File: src/rtl/grid_mem_rows_if.sv
// Port bundle for grid_mem_rows: game-logic port A, display port B and the
// clear/collapse engine controls, with the memory acting as the slave.
interface grid_mem_rows_if #(
  parameter int ROW_WIDTH  = 10,
  parameter int ADDR_WIDTH = 5
);
  logic [ROW_WIDTH-1:0]  data_a;
  logic [ADDR_WIDTH-1:0] addr_a;
  logic                  we_a;
  logic [ADDR_WIDTH-1:0] addr_b;
  logic                  clr_req;
  logic                  collapse_req;
  logic [ADDR_WIDTH-1:0] collapse_row;
  logic [ROW_WIDTH-1:0]  q_a;
  logic [ROW_WIDTH-1:0]  q_b;
  logic                  full_a;
  logic                  busy;
  logic                  done;

  modport master (
    output data_a, addr_a, we_a, addr_b, clr_req, collapse_req, collapse_row,
    input  q_a, q_b, full_a, busy, done
  );

  modport slave (
    input  data_a, addr_a, we_a, addr_b, clr_req, collapse_req, collapse_row,
    output q_a, q_b, full_a, busy, done
  );
endinterface

File: src/rtl/grid_mem_rows.sv
// Row-organised Tetris playfield memory: registered dual-port access plus a
// sequential clear sweep and a line-collapse engine sharing one write port.
module grid_mem_rows #(
  parameter int ROW_WIDTH  = 10,
  parameter int ADDR_WIDTH = 5,
  parameter int ROWS       = 20
) (
  input  logic           clk,
  input  logic           reset,
  grid_mem_rows_if.slave bus
);

  localparam logic [ADDR_WIDTH:0]   ROWS_EXT = (ADDR_WIDTH+1)'(ROWS);
  localparam logic [ADDR_WIDTH-1:0] LAST_ROW = ADDR_WIDTH'(ROWS - 1);

  typedef enum logic [1:0] {
    IDLE,
    CLEAR,
    COLLAPSE
  } state_t;

  state_t                state;
  state_t                state_next;
  logic [ADDR_WIDTH-1:0] cnt;
  logic [ADDR_WIDTH-1:0] cnt_next;
  logic                  busy;
  logic                  done;
  logic                  done_next;
  logic [ROW_WIDTH-1:0]  q_a;
  logic [ROW_WIDTH-1:0]  q_b;

  logic [ROW_WIDTH-1:0]  mem [0:ROWS-1];

  logic                  eng_we;
  logic [ROW_WIDTH-1:0]  eng_data;
  logic                  addr_a_ok;
  logic                  addr_b_ok;
  logic                  row_ok;
  logic                  wr_a;

  assign addr_a_ok = {1'b0, bus.addr_a} < ROWS_EXT;
  assign addr_b_ok = {1'b0, bus.addr_b} < ROWS_EXT;
  assign row_ok    = {1'b0, bus.collapse_row} < ROWS_EXT;
  // Port A may only write while the engine is parked, so the array never sees two writers.
  assign wr_a      = bus.we_a && addr_a_ok && (state == IDLE);

  always_ff @(posedge clk or negedge reset) begin
    if (!reset) begin
      state <= CLEAR;
      cnt   <= '0;
      busy  <= 1'b1;
      done  <= 1'b0;
    end else begin
      state <= state_next;
      cnt   <= cnt_next;
      busy  <= (state_next != IDLE);
      done  <= done_next;
    end
  end

  always_comb begin
    state_next = state;
    cnt_next   = cnt;
    done_next  = 1'b0;
    eng_we     = 1'b0;
    eng_data   = '0;
    case (state)
      IDLE: begin
        if (bus.clr_req) begin
          state_next = CLEAR;
          cnt_next   = '0;
        end else if (bus.collapse_req && row_ok) begin
          state_next = COLLAPSE;
          cnt_next   = bus.collapse_row;
        end
      end
      CLEAR: begin
        eng_we = 1'b1;
        if (cnt == LAST_ROW) begin
          state_next = IDLE;
          done_next  = 1'b1;
        end else begin
          cnt_next = cnt + 1'b1;
        end
      end
      COLLAPSE: begin
        // Walk upward from the removed row, pulling each row above it down; row 0 is blanked last.
        eng_we = 1'b1;
        if (cnt != '0) begin
          eng_data = mem[cnt - 1'b1];
          cnt_next = cnt - 1'b1;
        end else begin
          state_next = IDLE;
          done_next  = 1'b1;
        end
      end
      default: state_next = IDLE;
    endcase
  end

  always_ff @(posedge clk) begin
    if (eng_we) begin
      mem[cnt] <= eng_data;
    end else if (wr_a) begin
      mem[bus.addr_a] <= bus.data_a;
    end
  end

  always_ff @(posedge clk or negedge reset) begin
    if (!reset) begin
      q_a <= '0;
      q_b <= '0;
    end else begin
      if (wr_a) begin
        q_a <= bus.data_a;
      end else if (addr_a_ok) begin
        q_a <= mem[bus.addr_a];
      end else begin
        q_a <= '0;
      end
      if (wr_a && (bus.addr_b == bus.addr_a)) begin
        q_b <= bus.data_a;
      end else if (addr_b_ok) begin
        q_b <= mem[bus.addr_b];
      end else begin
        q_b <= '0;
      end
    end
  end

  assign bus.q_a    = q_a;
  assign bus.q_b    = q_b;
  assign bus.full_a = &q_a;
  assign bus.busy   = busy;
  assign bus.done   = done;

endmodule
File: src/flat_wrapper.sv
// flat-port wrapper written by rule: the top's interface ports become plain ports
module grid_mem_rows_flat 
#(
  parameter int ROW_WIDTH  = 10,
  parameter int ADDR_WIDTH = 5,
  parameter int ROWS       = 20
)
  (clk, reset, bus_data_a, bus_addr_a, bus_we_a, bus_addr_b, bus_clr_req, bus_collapse_req, bus_collapse_row, bus_q_a, bus_q_b, bus_full_a, bus_busy, bus_done);
  grid_mem_rows_if #(.ROW_WIDTH(ROW_WIDTH), .ADDR_WIDTH(ADDR_WIDTH)) bus_i ();
  input  logic clk;
  input  logic reset;
  input wire logic [$bits(bus_i.data_a)-1:0] bus_data_a;
  input wire logic [$bits(bus_i.addr_a)-1:0] bus_addr_a;
  input wire logic [$bits(bus_i.we_a)-1:0] bus_we_a;
  input wire logic [$bits(bus_i.addr_b)-1:0] bus_addr_b;
  input wire logic [$bits(bus_i.clr_req)-1:0] bus_clr_req;
  input wire logic [$bits(bus_i.collapse_req)-1:0] bus_collapse_req;
  input wire logic [$bits(bus_i.collapse_row)-1:0] bus_collapse_row;
  output wire logic [$bits(bus_i.q_a)-1:0] bus_q_a;
  output wire logic [$bits(bus_i.q_b)-1:0] bus_q_b;
  output wire logic [$bits(bus_i.full_a)-1:0] bus_full_a;
  output wire logic [$bits(bus_i.busy)-1:0] bus_busy;
  output wire logic [$bits(bus_i.done)-1:0] bus_done;
  assign bus_i.data_a = bus_data_a;
  assign bus_i.addr_a = bus_addr_a;
  assign bus_i.we_a = bus_we_a;
  assign bus_i.addr_b = bus_addr_b;
  assign bus_i.clr_req = bus_clr_req;
  assign bus_i.collapse_req = bus_collapse_req;
  assign bus_i.collapse_row = bus_collapse_row;
  assign bus_q_a = bus_i.q_a;
  assign bus_q_b = bus_i.q_b;
  assign bus_full_a = bus_i.full_a;
  assign bus_busy = bus_i.busy;
  assign bus_done = bus_i.done;
  grid_mem_rows #(.ROW_WIDTH(ROW_WIDTH), .ADDR_WIDTH(ADDR_WIDTH), .ROWS(ROWS)) u_core (.clk(clk), .reset(reset), .bus(bus_i));
endmodule
File: config.mk
export PLATFORM = sky130hd
export DESIGN_NAME = grid_mem_rows_flat
export DESIGN_NICKNAME = d
export VERILOG_FILES = /design/src/rtl/grid_mem_rows_if.sv /design/src/rtl/grid_mem_rows.sv /design/src/flat_wrapper.sv
export SDC_FILE = /design/constraint.sdc
export NUM_CORES = 1
export LEC_CHECK = 0
export CAP_MARGIN = 30
export CORE_MARGIN = 2
export CORE_UTILIZATION = 62
export CTS_CLUSTER_SIZE = 16
export DETAILED_ROUTE_END_ITERATION = 16
export GPL_TIMING_DRIVEN = 0
export PLACE_DENSITY = 0.81
export SLEW_MARGIN = 0
export SYNTH_ARGS = -nofsm -noshare
export SYNTH_HDL_FRONTEND = slang
export SYNTH_SLANG_ARGS = --single-unit
File: constraint.sdc
create_clock -name clk -period 4.6 [get_ports clk]
set_clock_uncertainty 0.2 [all_clocks]
set_input_delay 0.92 -clock clk [delete_from_list [all_inputs] [get_ports clk]]
set_output_delay 0.92 -clock clk [all_outputs]
set_load 0.02 [all_outputs]
==> results of run 1 <==
[metrics by stage]
step / hold slack [ns] / setup WS, ns
after floorplan: 0.278 / 1.32
after global placement: 0.301 / -0.00138
after detailed placement: 0.302 / 0.229
after CTS: 0.289 / 0.192
after global routing: 0.316 / 0.0491
final: 0.262 / 0.196
[final timing paths]
path | to | cells after the start | slack (ns) | start
worst max register to register | u_core.mem[9][8] | 12 | 0.20 | u_core.cnt[0]
min in group clk | u_core.state[0] | 2 | 0.31 | u_core.state[0]
worst max-delay path | u_core.mem[9][8] | 12 | 0.20 | u_core.cnt[0]
max in group asynchronous | u_core.bus.q_b[2] | 1 | 3.44 | reset
worst min-delay path | u_core.bus.q_b[8] | 1 | 0.26 | reset
worst min register to register | u_core.state[0] | 2 | 0.31 | u_core.state[0]
[timing repair]
| action | CTS | global route |
|---|---|---|
| setup endpoints to repair | 0 | 20 |
| endpoints found under the hold margin | 0 | 0 |
| buffers inserted | 0 | 0 |
| hold buffers | 0 | 0 |
| gates resized for setup | 0 | 2 |
[logic make-up after synthesis]
group / count (synthesis)
xor+xnor: 7
buf+inv: 80
mux: 218
compound gates: 136
flops: 229
simple gates: 187
fa+ha+maj: 7
[power groups by stage]
stage	sequential, mW	clock [mW]	combinational (mW)
final	2.91	2.13	3.30
after global routing	2.93	2.21	3.41
after CTS	2.90	2.12	3.19
after detailed placement	2.94	0	3.17
after global placement	2.94	0	3.01
after floorplan	2.94	0	2.04
[synthesized netlist by cell type, types with 3 or more instances]
| library cell | n |
|---|---|
| a211oi_1 | 9 |
| a21oi_1 | 27 |
| a221o_1 | 3 |
| a22oi_1 | 3 |
| a311oi_1 | 9 |
| a31oi_1 | 3 |
| a32o_1 | 10 |
| buf_2 | 27 |
| buf_4 | 11 |
| buf_6 | 12 |
| clkbuf_1 | 17 |
| dfrtp_1 | 27 |
| edfxtp_1 | 200 |
| ha_1 | 7 |
| inv_1 | 10 |
| mux2_2 | 21 |
| mux2i_1 | 76 |
| mux4_1 | 4 |
| mux4_2 | 116 |
| nand2_1 | 54 |
| nand2b_1 | 12 |
| nand3_1 | 16 |
| nand3b_1 | 3 |
| nand4_1 | 3 |
| nor2_1 | 52 |
| nor2b_1 | 13 |
| nor3_1 | 3 |
| nor4b_1 | 10 |
| o211ai_1 | 10 |
| o21ai_0 | 18 |
| o21ai_1 | 11 |
| o221ai_1 | 10 |
| o22a_1 | 9 |
| xnor2_1 | 5 |
[layout make-up]
type / count / area, um2 / share of cell area (%)
Inverter: 10 / 37.5 / 0.250
Clock buffer: 29 / 661 / 4.41
Multi-Input combinational cell: 555 / 5820 / 38.8
Sequential cell: 229 / 6730 / 44.9
Tap cell: 275 / 344 / 2.30
Buffer: 70 / 440 / 2.94
Clock inverter: 15 / 209 / 1.39
Timing Repair Buffer: 74 / 746 / 4.97
[metal layers]
| metal | routed length (um) | GRT usage [%] | vias to the layer above |
|---|---|---|---|
| met4 | 3050 | 21.7 | 0 |
| met1 | 13500 | 50.6 | 4641 |
| met3 | 6000 | 9.48 | 209 |
| met2 | 17800 | 55.9 | 983 |
| met5 | 0 | 0 | - |
| li1 | - | - | 3755 |
[state kept, by name, summed over array words and instances, names as in the netlist]
signal and count:
u_core.cnt 5, u_core.bus.busy 1, u_core.bus.q_a 10, u_core.bus.q_b 10, u_core.bus.done 1, u_core.mem 200
u_core.state 2
[worst max-delay path, delay by kind of cell, from the launching register on]
kind                     cells  cell delay [ns]
adder cells (fa/ha/maj)      1             0.32
AND/OR/NAND/NOR              2             0.64
AO/OA/AOI/OAI                1             0.10
multiplexers                 1             0.30
buffers and inverters        6             1.79
flip-flops                   1             0.34
XOR/XNOR                     1             0.21
==> impl_metrics.csv, run 1 <==
group,metric,value,unit
critical_path,crit_path_max_incr_delay,0.56,ns
placement,port-buffer-count,45,
detailed_routing,routed_wl,40.3,mm
timing,maxSlewViolCount,0,
cells_and_area,drive_above_1_share,27.7,%
global_routing,overflow,0,
timing,fmax,0.227,GHz
power_and_ir_drop,seq_power_share,34.9,%
synth,synth_area_leaders,"edfxtp_1 (46%), mux4_2 (20%), mux2i_1 (5.8%)",
critical_path,crit_slowest_cell,"nand3_1",
global_routing,grt_pass1_vias,9335,
floorplanning,die_w,149,um
synth,synthAdderAreaFrac,0.672,%
synth,yosys-mux-area-fraction,28.6,%
timing,hold_violations,0,
floorplanning,die_area,0.0222,mm2
floorplanning,start_util,62.6,%
power_and_ir_drop,swShare,35.3,%
floorplanning,fp-row-count,53,
cells_and_area,layout.cells.non_filler,1257,
cts,cts_buffers,24,
cells_and_area,diodes,0,
timing,tightest_slew,1.12,ns
synth,syn_avg_cell_area,15.1,um2
detailed_routing,first_iter_violations,1872,
placement,hpwlAfterDp,28.5,mm
synth,synth_top_family_by_area,"multiplexers",
detailed_routing,drcViolationCount,0,
critical_path,crit_type,"reg -> reg",
global_routing,antenna_found_initial,0,
timing,setup-tns-final,0,ns
synth,ys_seq_area_share,51.7,%
cts,clkSinkCount,229,
critical_path,crit_required,4.45,ns
floorplanning,coreArea,0.0208,mm2
synth,yosysTopAreaCell,"edfxtp_1",
outcome,status,"completed",
detailed_routing,final_antenna_net_count,0,
worst_hold_path,hold_path_class,"in -> async",
synth,synth_top_cell_area_share,46.1,%
timing,setup_viol,0,
synth,synth_compound_area_share,7.39,%
synth,synth-edff-count,200,
cts,insertion_delay,0.53,ns
cts,cts_max_level,1,
cells_and_area,nNetsFinal,1001,
critical_path,worstSetupStartpointType,"register",
power_and_ir_drop,p_comb_share,39.6,%
synth,synth-xor-area-share,0.471,%
cells_and_area,area_delta_synth_final,15.0,%
cells_and_area,final_cell_mix,"edfxtp_1 (200), mux4_2 (116), mux2i_1 (76)",
critical_path,critPathCaptureType,"register",
timing,post-route-period-util,95.7,%
synth,ys_types,67,
placement,place_area,0.0141,mm2
timing,rsz0062_at_grt,"false",
critical_path,cpMostUsedCell,"buf_2",
detailed_routing,wl_per_cell,32.1,um
synth,synth_nets,901,
synth,async_flop_share,12.7,%
power_and_ir_drop,p_sw,2.94,mW
power_and_ir_drop,finalPower,8.33,mW
cells_and_area,num-fill-cells,1332,
floorplanning,io_pins,53,
cts,cts_tree,"built",
critical_path,cp_cell_sequence,"buf_2 > buf_6 > buf_2 > inv_1 > ha_1 > xnor2_1 > buf_2 > buf_2 > mux2i_1 > nand2_1 > o211ai_1 > nand3_1",
power_and_ir_drop,powerDensity,556,mW/mm2
cells_and_area,final_util,72.0,%
global_routing,grt_pass1_wl,59.6,mm
detailed_routing,firstDrtPassIters,6,
cells_and_area,design_area,0.0150,mm2
timing,maxSlewHeadroom,23.4,%
timing,min_period,4.40,ns
floorplanning,die_y,149,um
placement,dp.cells,1212,
power_and_ir_drop,irDropWorstVdd,343,uV
power_and_ir_drop,p_leak,5.16,nW
critical_path,worstPathArrival,4.25,ns
cells_and_area,layout_commonest_cell,"edfxtp_1",
synth,syn_area,0.0130,mm2
synth,synth_cells,864,
global_routing,grt_max_degree,30,
synth,synth-seq-cells,229,
critical_path,crit_fanout,20,
detailed_routing,vias_per_cell,7.63,
cts,clk_pin_slew,0.06,ns
synth,synth-simple-area-share,7.52,%
power_and_ir_drop,p_clk_share,25.5,%
synth,ys.flop_type,"edfxtp_1",
cts,cts_root_buffer,"clkbuf_16",
job,cap_violations,0,
synth,yosys_warnings,0,
placement,gp_congestion,1.00,
cts,cts_buffer_depth,3,
power_and_ir_drop,p_int,5.39,mW
detailed_routing,vias,9588,
global_routing,track_usage,37.4,%
(Power assumes the default switching activity.)
==> inputs of run 2 (changes only) <==
==> constraint.sdc (replaced) <==
create_clock -name clk -period 4.9 [get_ports clk]
set_clock_uncertainty 0.2 [all_clocks]
set_input_delay 0.98 -clock clk [delete_from_list [all_inputs] [get_ports clk]]
set_output_delay 0.98 -clock clk [all_outputs]
set_load 0.02 [all_outputs]
==> run 2 against run 1 <==
Effect of this change:
- count of clock-buffer cells in the layout did not move
- power fell by 6.2%
- critical endpoint is now u_core.mem[18][1]
- clock power fell by 7%
- first-iteration DRC count fell by 5.0%
- hold slack improved by 0.053 ns
- highest routed layer unchanged
- setup slack improved by 0.17 ns
- global-route usage did not move
- combinational power fell by 6.4%
==> impl_metrics.csv, run 2 (synthesized netlist as in run 1, its figures left out) <==
group,metric,value,unit
cells_and_area,regArea,0.00673,mm2
cts,cts_setup_buffers,0,
placement,port-buffer-count,45,
power_and_ir_drop,p_sw,2.75,mW
detailed_routing,routed_wl,40.3,mm
cells_and_area,multi_input_area,0.00582,mm2
timing,tightest_slew,1.17,ns
cells_and_area,biggestRegsByFlops,"u_core.mem: 200 flops, u_core.bus.q_a: 10 flops, u_core.bus.q_b: 10 flops",
floorplanning,start_util,62.6,%
placement,gp_congestion,1.00,
cells_and_area,num-fill-cells,1333,
power_and_ir_drop,p_int,5.06,mW
cts,cts_hold_buffers,0,
timing,maxSlewHeadroom,19.6,%
detailed_routing,drcViolationCount,0,
cts,cts_max_level,1,
cells_and_area,layout_commonest_cell,"edfxtp_1",
critical_path,worstSetupStartpointType,"register",
cts,cts_root_buffer,"clkbuf_16",
global_routing,grt_pass1_vias,9335,
timing,maxSlewViolCount,0,
timing,hold_violations,0,
global_routing,overflow,0,
power_and_ir_drop,powerDensity,521,mW/mm2
cells_and_area,largest_register_ffs,200,
critical_path,crit_required,4.97,ns
cells_and_area,nNetsFinal,1001,
cts,postCtsResizedCells,0,
floorplanning,fp-row-count,53,
power_and_ir_drop,p_clk_share,25.5,%
power_and_ir_drop,irDropWorstVdd,323,uV
cells_and_area,area_delta_synth_final,15.0,%
cts,clk_pin_slew,0.06,ns
worst_hold_path,hold_path_class,"reg -> reg",
timing,hold_ws,0.315,ns
power_and_ir_drop,swShare,35.2,%
floorplanning,io_pins,53,
cells_and_area,final_cell_mix,"edfxtp_1 (200), mux4_2 (116), mux2i_1 (76)",
timing,rsz0062_at_grt,"false",
timing,fmax,0.221,GHz
floorplanning,die_w,149,um
cts,insertion_delay,0.53,ns
power_and_ir_drop,p_leak,5.16,nW
timing,setup-tns-final,0,ns
cts,cts_buffers,24,
cts,cts_buffer_depth,3,
cells_and_area,diodes,0,
floorplanning,die_y,149,um
global_routing,grt_pass1_wl,59.6,mm
global_routing,grt_max_degree,30,
timing,min_period,4.53,ns
cells_and_area,largest-register,"u_core.mem",
power_and_ir_drop,seq_power_share,34.9,%
critical_path,crit_fanout,12,
cells_and_area,drive_above_1_share,27.6,%
power_and_ir_drop,finalPower,7.81,mW
global_routing,antenna_found_initial,0,
floorplanning,die_area,0.0222,mm2
detailed_routing,vias,9542,
detailed_routing,firstDrtPassIters,6,
global_routing,track_usage,37.4,%
detailed_routing,wl_per_cell,32.1,um
critical_path,critPathCaptureType,"register",
timing,post-route-period-util,92.5,%
cts,clkSinkCount,229,
floorplanning,coreArea,0.0208,mm2
outcome,status,"completed",
detailed_routing,vias_per_cell,7.59,
placement,hpwlAfterDp,28.5,mm
critical_path,worstPathArrival,4.60,ns
timing,setup_viol,0,
cells_and_area,final_util,72.0,%
critical_path,crit_type,"reg -> reg",
detailed_routing,first_iter_violations,1778,
power_and_ir_drop,p_comb_share,39.6,%
job,cap_violations,0,
detailed_routing,final_antenna_net_count,0,
cts,cts_tree,"built",
==> run 2: final timing paths <==
path / start / to / slack (ns) / depth (start not counted)
hold / removal: u_core.state[0] / u_core.state[0] / 0.31 / 2
min in group asynchronous: reset / u_core.bus.q_b[8] / 0.33 / 1
setup / recovery: u_core.cnt[0] / u_core.mem[18][1] / 0.37 / 12
setup reg to reg: u_core.cnt[0] / u_core.mem[18][1] / 0.37 / 12
max in group asynchronous: reset / u_core.bus.q_b[2] / 3.67 / 1
hold reg to reg: u_core.state[0] / u_core.state[0] / 0.31 / 2
==> run 2: area by class of cell <==
type / instances / share of cell area (%)
clock buffer: 29 / 4.41
buffer: 70 / 2.93
sequential: 229 / 44.9
tap: 275 / 2.30
inverter: 10 / 0.250
clock inverter: 15 / 1.39
multi-input combinational: 555 / 38.8
timing repair buffer: 74 / 4.98
==> run 2: power by group through the flow <==
stage	clock, mW	combinational, mW	sequential (mW)
final	1.99	3.09	2.73
after global routing	2.07	3.20	2.75
after CTS	1.99	3.00	2.72
after detailed placement	0	2.98	2.76
after global placement	0	2.83	2.76
after floorplan	0	1.91	2.76
==> run 2: worst max-delay path, stage by stage (launching register included) <==
cell and delay (ns):
dfrtp_1 0.34, buf_2 0.21, buf_6 0.21, buf_2 0.34, inv_1 0.18, ha_1 0.30
buf_2 0.23, buf_1 0.79, mux4_2 0.44, nor4b_1 0.16, a21oi_1 0.21, o211ai_1 0.36
buf_6 0.29
==> run 2: per-layer routing <==
layer,global-route usage (%),part of all wire (%)
met5,0,0
met4,21.7,7.4
met3,9.48,14
met2,55.9,44
met1,50.6,34
==> run 2: metrics by stage <==
step,setup slack [ns],instance area (um2),std cells
after floorplan,1.62,13000,864
after global placement,0.299,13800,1184
after detailed placement,0.529,14100,1212
after CTS,0.492,15000,1256
after global routing,0.269,15000,1257
final,0.368,15000,1257
==> inputs of run 3 (changes only) <==
--- a/config.mk
+++ b/config.mk
@@ -10,7 +10,6 @@
 export CORE_UTILIZATION = 62
 export CTS_CLUSTER_SIZE = 16
 export DETAILED_ROUTE_END_ITERATION = 16
-export GPL_TIMING_DRIVEN = 0
 export PLACE_DENSITY = 0.81
 export SLEW_MARGIN = 0
 export SYNTH_ARGS = -nofsm -noshare
==> run 3 against run 2 <==
Effect of this change:
- clock power is 4% lower
- via count is 2.1% lower
- critical endpoint is now u_core.mem[17][6]
- count of clock-buffer cells in the layout is 6 higher
- non-clock buffer count is 37 lower
- core utilization is 1.3 points lower
- critical path type unchanged
- final cell count is 2.9% lower
- hold slack better by 0.0031 ns
- setup slack better by 0.40 ns
- combinational power is 7.1% lower
==> impl_metrics.csv, run 3 (synthesized netlist as in run 1, its figures left out) <==
group,metric,value,unit
floorplanning,start_util,62.6,%
power_and_ir_drop,p_leak,5.02,nW
cells_and_area,largest_register_ffs,200,
detailed_routing,first_iter_violations,1599,
cts,cts_max_level,1,
cts,cts_setup_buffers,0,
detailed_routing,firstDrtPassIters,5,
cts,clk_pin_slew,0.07,ns
global_routing,grt_pass1_wl,59.8,mm
timing,maxSlewViolCount,0,
cts,postCtsResizedCells,0,
timing,hold_violations,0,
detailed_routing,routed_wl,40.8,mm
floorplanning,die_y,149,um
global_routing,grt_pass1_vias,9171,
cells_and_area,final_util,70.7,%
global_routing,antenna_found_initial,1,
cts,cts_buffer_depth,3,
cts,clkSinkCount,229,
timing,rsz0062_at_grt,"false",
detailed_routing,wl_per_cell,33.4,um
cells_and_area,diodes,0,
detailed_routing,final_antenna_net_count,0,
cells_and_area,layout_commonest_cell,"edfxtp_1",
floorplanning,fp-row-count,53,
outcome,status,"completed",
critical_path,crit_fanout,27,
global_routing,track_usage,37.4,%
floorplanning,io_pins,53,
cells_and_area,area_delta_synth_final,12.9,%
timing,setup-tns-final,0,ns
critical_path,worstPathArrival,4.29,ns
power_and_ir_drop,powerDensity,517,mW/mm2
cts,cts_tree,"built",
cells_and_area,final_cell_mix,"edfxtp_1 (200), mux4_2 (116), mux2i_1 (76)",
detailed_routing,vias,9343,
floorplanning,coreArea,0.0208,mm2
detailed_routing,vias_per_cell,7.66,
critical_path,critPathCaptureType,"register",
timing,min_period,4.13,ns
critical_path,crit_required,5.06,ns
critical_path,worstSetupStartpointType,"register",
job,cap_violations,0,
cells_and_area,nNetsFinal,964,
critical_path,crit_type,"reg -> reg",
cts,cts_buffers,24,
timing,hold_ws,0.318,ns
cells_and_area,layout.cells.non_filler,1220,
power_and_ir_drop,irDropWorstVdd,319,uV
floorplanning,die_area,0.0222,mm2
cts,cts_hold_buffers,0,
placement,gp_congestion,1.06,
power_and_ir_drop,finalPower,7.60,mW
timing,tightest_slew,1.10,ns
cells_and_area,regArea,0.00674,mm2
placement,hpwlAfterDp,27.3,mm
cells_and_area,largest-register,"u_core.mem",
floorplanning,die_w,149,um
timing,setup_viol,0,
detailed_routing,drcViolationCount,0,
placement,dp.cells,1174,
placement,port-buffer-count,52,
cells_and_area,drive_above_1_share,26.7,%
timing,fmax,0.242,GHz
cells_and_area,multi_input_area,0.00583,mm2
timing,maxSlewHeadroom,26.2,%
worst_hold_path,hold_path_class,"reg -> reg",
cells_and_area,num-fill-cells,1350,
global_routing,grt_max_degree,35,
cts,cts_root_buffer,"clkbuf_16",
cts,insertion_delay,0.52,ns
cells_and_area,biggestRegsByFlops,"u_core.mem: 200 flops, u_core.bus.q_a: 10 flops, u_core.bus.q_b: 10 flops",
timing,post-route-period-util,84.3,%
global_routing,overflow,0,
## run 3: cell types whose count changed in the layout (fill, tap and decap cells not counted), sizes merged
| cell | previous run | this run |
|---|---|---|
| buf | 83 | 60 |
| bufinv | 5 | 3 |
| clkbuf | 46 | 35 |
| clkdlybuf4s50 | 44 | 47 |
| clkinv | 7 | 5 |
| clkinvlp | 2 | 1 |
| inv | 11 | 10 |
## run 3: cell type report
| type | count | share of cell area, % |
|---|---|---|
| Sequential cell | 229 | 45.8 |
| Multi-Input combinational cell | 555 | 39.6 |
| Timing Repair Buffer | 107 | 6.26 |
| Clock buffer | 35 | 4.92 |
| Tap cell | 275 | 2.34 |
| Clock inverter | 9 | 0.816 |
| Inverter | 10 | 0.255 |
## run 3: worst paths after layout
path                                 startpoint           endpoint  slack (ns)  depth (start not counted)
worst max register to register    u_core.cnt[0]  u_core.mem[17][6]        0.77                          8
worst min register to register  u_core.state[0]    u_core.state[0]        0.32                          2
worst max-delay path              u_core.cnt[0]  u_core.mem[17][6]        0.77                          8
min in group asynchronous                 reset      u_core.cnt[0]        0.68                          2
worst min-delay path            u_core.state[0]    u_core.state[0]        0.32                          2
max in group asynchronous                 reset      u_core.cnt[0]        3.47                          2
## run 3: metal layers
metal / track usage (%) / vias up / share of wire [%]
met3: 8.93 / 140 / 12
li1: - / 3677 / -
met1: 51.0 / 4700 / 35
met2: 57.9 / 824 / 47
met4: 16.8 / 2 / 5.3
met5: 0 / - / 0.032
## run 3: where the power goes
group / internal (mW) / switching, mW / total, mW
logic: 1.19 / 1.68 / 2.87
clock network: 1.18 / 0.739 / 1.92
registers: 2.59 / 0.225 / 2.81
## run 3: worst max-delay path, cell delays in order, from the launching register on
cell and delay (ns):
dfrtp_4 0.67, inv_1 0.24, ha_1 0.34, nor3b_2 0.39, o21ai_1 0.18, nor3_1 0.38
nand2_1 0.45, o211ai_1 0.78, buf_4 0.31
## run 3: through the flow
| step | area (um2) | setup slack [ns] |
|---|---|---|
| detailed placement | 13900 | 0.869 |
| finish | 14700 | 0.770 |
| global placement | 13800 | 1.06 |
| CTS | 14700 | 0.827 |
| floorplan | 13000 | 1.62 |
| global route | 14700 | 0.631 |
